$ cat config.mk
export PLATFORM = sky130hd
export DESIGN_NAME = fp_accumulator
export DESIGN_NICKNAME = d
export VERILOG_FILES = /design/src/rtl/fp_accumulator.sv
export SDC_FILE = /design/constraint.sdc
export NUM_CORES = 1
export LEC_CHECK = 0
export CAP_MARGIN = 20
export CORE_ASPECT_RATIO = 1.5
export CORE_UTILIZATION = 45
export CTS_CLUSTER_DIAMETER = 40
export DETAILED_ROUTE_END_ITERATION = 10
export HOLD_SLACK_MARGIN = 0.05
export SLEW_MARGIN = 20
export SYNTH_ARGS = -nofsm -noshare
export SYNTH_HDL_FRONTEND = slang
export SYNTH_SLANG_ARGS = --single-unit
$ cat constraint.sdc
create_clock -name clk -period 8.1 [get_ports clk]
set_clock_uncertainty 0.15 [all_clocks]
set_input_delay 1.215 -clock clk [delete_from_list [all_inputs] [get_ports clk]]
set_output_delay 1.215 -clock clk [all_outputs]
set_load 0.01 [all_outputs]
$ cat src/rtl/fp_accumulator.sv
// Sequential FP32 accumulator: one product per transaction through ALIGN/ADD/NORM.
// Define FP_ACC_ROUND_EN for round-to-nearest-even; otherwise results are truncated.
module fp_accumulator (
   input  logic        clk,
   input  logic        rst,
   input  logic        in_valid,
   output logic        in_ready,
   input  logic [31:0] in_data,
   input  logic        in_first,
   input  logic        in_last,
   output logic        out_valid,
   output logic [31:0] out_data,
   output logic [31:0] acc_value
);

`ifdef FP_ACC_ROUND_EN
   localparam bit RoundEn = 1'b1;
`else
   localparam bit RoundEn = 1'b0;
`endif

   typedef enum logic [1:0] {StIdle, StAlign, StAdd, StNorm} state_e;

   state_e      state_q, state_d;
   logic [31:0] a_q, a_d, b_q, b_d;
   logic        last_q, last_d;
   logic [7:0]  exp_q, exp_d;
   logic        sign_q, sign_d, sub_q, sub_d;
   logic [26:0] big_q, big_d, small_q, small_d;
   logic [27:0] sum_q, sum_d;
   logic [31:0] acc_q, acc_d, out_data_q, out_data_d;
   logic        out_valid_q, out_valid_d;

   // Alignment datapath (used in StAlign)
   logic        a_zero, b_zero, a_ge_b;
   logic [23:0] a_man, b_man, big_man, small_man;
   logic [7:0]  big_exp, small_exp, exp_diff;
   logic [4:0]  shamt;
   logic [53:0] shifted;
   logic [26:0] small_al;

   always_comb begin
      a_zero    = (a_q[30:23] == 8'd0);
      b_zero    = (b_q[30:23] == 8'd0);
      a_man     = a_zero ? 24'd0 : {1'b1, a_q[22:0]};
      b_man     = b_zero ? 24'd0 : {1'b1, b_q[22:0]};
      a_ge_b    = {a_q[30:23], a_man} >= {b_q[30:23], b_man};
      big_exp   = a_ge_b ? a_q[30:23] : b_q[30:23];
      small_exp = a_ge_b ? b_q[30:23] : a_q[30:23];
      big_man   = a_ge_b ? a_man : b_man;
      small_man = a_ge_b ? b_man : a_man;
      exp_diff  = big_exp - small_exp;
      shamt     = (exp_diff > 8'd27) ? 5'd27 : exp_diff[4:0];
      shifted   = {small_man, 30'd0} >> shamt;
      // Everything shifted below the round bit folds into sticky
      small_al  = {shifted[53:28], shifted[27] | (|shifted[26:0])};
   end

   // Normalization and rounding datapath (used in StNorm)
   logic [4:0]         lz;
   logic [26:0]        man_n;
   logic signed [9:0]  exp_n, exp_r;
   logic               round_up;
   logic [24:0]        man_r;
   logic [22:0]        frac;
   logic [31:0]        result;

   always_comb begin
      lz = 5'd0;
      for (int i = 0; i < 27; i++) begin
         if (sum_q[i]) lz = 5'(26 - i);
      end
      if (sum_q[27]) begin
         man_n = {sum_q[27:2], sum_q[1] | sum_q[0]};
         exp_n = $signed({2'b00, exp_q}) + 10'sd1;
      end else begin
         man_n = sum_q[26:0] << lz;
         exp_n = $signed({2'b00, exp_q}) - $signed({5'd0, lz});
      end
      round_up = RoundEn & man_n[2] & (man_n[1] | man_n[0] | man_n[3]);
      man_r    = {1'b0, man_n[26:3]} + {24'd0, round_up};
      exp_r    = exp_n + $signed({9'd0, man_r[24]});
      frac     = man_r[24] ? man_r[23:1] : man_r[22:0];
      if (sum_q == 28'd0) begin
         result = 32'd0;
      end else if (exp_r > 10'sd254) begin
         result = {sign_q, 31'h7F7FFFFF};
      end else if (exp_r < 10'sd1) begin
         result = 32'd0;
      end else begin
         result = {sign_q, exp_r[7:0], frac};
      end
   end

   always_comb begin
      state_d     = state_q;
      a_d         = a_q;
      b_d         = b_q;
      last_d      = last_q;
      exp_d       = exp_q;
      sign_d      = sign_q;
      sub_d       = sub_q;
      big_d       = big_q;
      small_d     = small_q;
      sum_d       = sum_q;
      acc_d       = acc_q;
      out_data_d  = out_data_q;
      out_valid_d = 1'b0;
      unique case (state_q)
         StIdle: begin
            if (in_valid) begin
               a_d     = in_data;
               b_d     = in_first ? 32'd0 : acc_q;
               last_d  = in_last;
               state_d = StAlign;
            end
         end
         StAlign: begin
            exp_d   = big_exp;
            sign_d  = a_ge_b ? a_q[31] : b_q[31];
            sub_d   = a_q[31] ^ b_q[31];
            big_d   = {big_man, 3'b000};
            small_d = small_al;
            state_d = StAdd;
         end
         StAdd: begin
            sum_d   = sub_q ? ({1'b0, big_q} - {1'b0, small_q})
                            : ({1'b0, big_q} + {1'b0, small_q});
            state_d = StNorm;
         end
         StNorm: begin
            acc_d = result;
            if (last_q) begin
               out_data_d  = result;
               out_valid_d = 1'b1;
            end
            state_d = StIdle;
         end
         default: state_d = StIdle;
      endcase
   end

   always_ff @(posedge clk or posedge rst) begin
      if (rst) begin
         state_q     <= StIdle;
         a_q         <= 32'd0;
         b_q         <= 32'd0;
         last_q      <= 1'b0;
         exp_q       <= 8'd0;
         sign_q      <= 1'b0;
         sub_q       <= 1'b0;
         big_q       <= 27'd0;
         small_q     <= 27'd0;
         sum_q       <= 28'd0;
         acc_q       <= 32'd0;
         out_data_q  <= 32'd0;
         out_valid_q <= 1'b0;
      end else begin
         state_q     <= state_d;
         a_q         <= a_d;
         b_q         <= b_d;
         last_q      <= last_d;
         exp_q       <= exp_d;
         sign_q      <= sign_d;
         sub_q       <= sub_d;
         big_q       <= big_d;
         small_q     <= small_d;
         sum_q       <= sum_d;
         acc_q       <= acc_d;
         out_data_q  <= out_data_d;
         out_valid_q <= out_valid_d;
      end
   end

   assign in_ready  = (state_q == StIdle);
   assign out_valid = out_valid_q;
   assign out_data  = out_data_q;
   assign acc_value = acc_q;

endmodule

==> impl_metrics.toml <==
[critical_path]
crit_required_ns = 8.38
r2r-end = "small_q[0]"
reg2reg_from = "a_q[27]"
crit_fanout = 26
critPathSlowestCell = "nand2_1"
crit_start = "a_q[27]"
r2r_slack_ns = 0.96
cp-start-kind = "register"
crit_top_cell = "nand2_1"
path_class = "reg -> reg"
arrival_ns = 7.42
r2r_cells = 26
critPathMaxStageDelay_ns = 0.61
end_kind = "register"

[job]
cap_viol_max_count = 0

[routing]
drt_pass1_iterations = 5
drcViolationCount = 0
wl_um = 59100
ant_nets = 0
wire_per_inst_um = 22.9
drt_iter0_drc = 1145
vias = 15512
drt-vias-per-instance = 6.00

[sta]
maxSlewViolCount = 0
max_freq_mhz = 140
post-route-period-util = 0.882
setup-violations-final = 0
fin_ws_ns = 0.958
finalHoldViolCount = 0
slew_headroom = 0.306
rsz0062_at_grt = "false"
tightest_slew_ns = 1.03
tns_ns = 0
finalCriticalPeriod_ns = 7.14

[clock_tree]
cts_resized = 0
clock_latency_ns = 0.59
postCtsSetupBuffers = 0
cts_buffers = 30
cts_max_level = 1
root_buffer = "clkbuf_16"
clock_path_buffers = 3
cts_sinks = 221
cts_tree = "done"
cts_hold_buf = 0
clk_pin_slew_worst_paths_ns = 0.06

[min_path]
hold_end = "b_q[0]"
holdCritStartpoint = "b_q[0]"
hold_depth = 2
hold_path.class = "reg -> reg"

[logic_synthesis]
synth_nets = 2174
synth_top_cell_area_share = 0.331
synthArstFlopShare = 1.00
syn-cell-area_um2 = 16700
netlist_top_cells_count = "dfrtp_1 (221), nand2_1 (214), nor2_1 (212)"
synth_cell_type_count = 90
synth-edff-count = 0
synthFlopType = "dfrtp_1"
yosysWarnings = 0
seq_area_frac_synth = 0.331
syn_inst = 2043
yosys-top-cells-area = "dfrtp_1 (33%), ha_1 (6.9%), mux2i_1 (5.8%)"
post-synth-top-count-cell = "dfrtp_1"
yosysTopAreaCell = "dfrtp_1"
synth-seq-cells = 221
avgSynthCellArea_um2 = 8.18

[place]
portBuffers = 102
pre_cts_slack_ns = 1.09
routabilityCongestion = 0.993
hpwlAfterDp_um = 45900

[layout]
num-fill-cells = 3553
layout.nets = 2207
diodes = 0
area_growth_pct = 14.6
drive_gt1_frac = 0.0867

[grt]
grt_antenna_before_repair = 0
grt_pass1_vias = 15402
grt_pass1_wl_um = 91700
grt_max_degree = 140
grt_util_all_layers = 0.314
grt_overflow_total = 0

[status]
outcome = "finished clean"

[floorplanning]
num_rows = 86
fp.dieH_um = 238
die_area_um2 = 37900
core_area_um2 = 36700
die-width_um = 159
start_util = 0.455
pin_count = 103
-- cells by family (layout without fill, tap and decap cells) --
family	after synthesis	in the layout	synth area share
buf+inv	265	322	0.0617
fa+ha+maj	94	94	0.0713
xor+xnor	42	42	0.0236
simple gates	650	650	0.177
flops	221	221	0.331
compound gates	617	617	0.239
mux	154	154	0.0973
-- registers in the layout, indices dropped and copies added (netlist names), 2 cells and up --
signal / count
a_q: 32
acc_value: 32
b_q: 32
out_data: 32
sum_q: 28
small_q: 27
big_q: 24
exp_q: 8
state_q: 2
-- through the flow --
stage / util / hold slack, ns / std cells / area [um2]
final: 0.522 / 0.339 / 2584 / 19100
after global routing: 0.522 / 0.353 / 2584 / 19100
after CTS: 0.522 / 0.342 / 2584 / 19100
after detailed placement: 0.493 / 0.320 / 2528 / 18100
after global placement: 0.493 / 0.319 / 2528 / 18100
after floorplan: - / 0.290 / 2043 / 16700
-- critical path, delay by kind of cell (launching register included) --
kind | cells | cell delay [ns]
and+or+nand+nor | 8 | 2.87
AOI/OAI and AO/OA | 9 | 1.89
buffers and inverters | 4 | 0.63
adders and majority gates | 2 | 0.51
DFF | 1 | 0.44
muxes | 2 | 0.31
xor gates and xnor gates | 1 | 0.21
-- worst max path at each step --
stage / end / slack, ns
2_1_floorplan: a_q[0] / 0.69
3_3_place_gp: small_q[0] / 1.12
3_5_place_dp: small_q[0] / 1.09
4_1_cts: small_q[0] / 1.08
5_1_grt: small_q[0] / 0.31
6_report: small_q[0] / 0.96
-- metal layers --
layer | up-vias | global-route usage | part of all wire
met5 | - | 0 | 0
met4 | 0 | 0.184 | 0.062
met3 | 163 | 0.0356 | 0.044
met2 | 507 | 0.553 | 0.50
met1 | 7465 | 0.368 | 0.40
li1 | 7377 | - | -
-- placed cells by master (no fill, tap or decap), types with 14 or more instances in the layout --
master / instances
a31oi_1: 46
dfrtp_1: 221
nor2b_1: 15
o22ai_1: 28
buf_4: 34
a211oi_1: 22
ha_1: 90
nand2_1: 213
clkbuf_16: 30
nand2b_1: 36
o2111ai_1: 21
o21bai_1: 20
nor3_1: 40
nor2_1: 212
mux2_2: 57
xnor2_1: 29
nand4_1: 15
o31ai_1: 21
clkdlybuf4s50_1: 102
a21o_1: 14
a22oi_1: 21
o21ai_0: 128
mux2i_1: 96
inv_1: 126
and2_1: 20
a21oi_1: 175
nand3_1: 45
-- cell type report --
type	count	area, um2	share of cell area
Multi-Input combinational cell	1557	10200	0.532
Sequential cell	221	5530	0.289
Timing Repair Buffer	137	1300	0.0677
Clock buffer	36	783	0.0409
Tap cell	484	606	0.0316
Inverter	129	492	0.0257
Clock inverter	20	255	0.0133
Power is not shown: default switching activity piles up to over one toggle a cycle in this logic, so the estimate is an artifact.
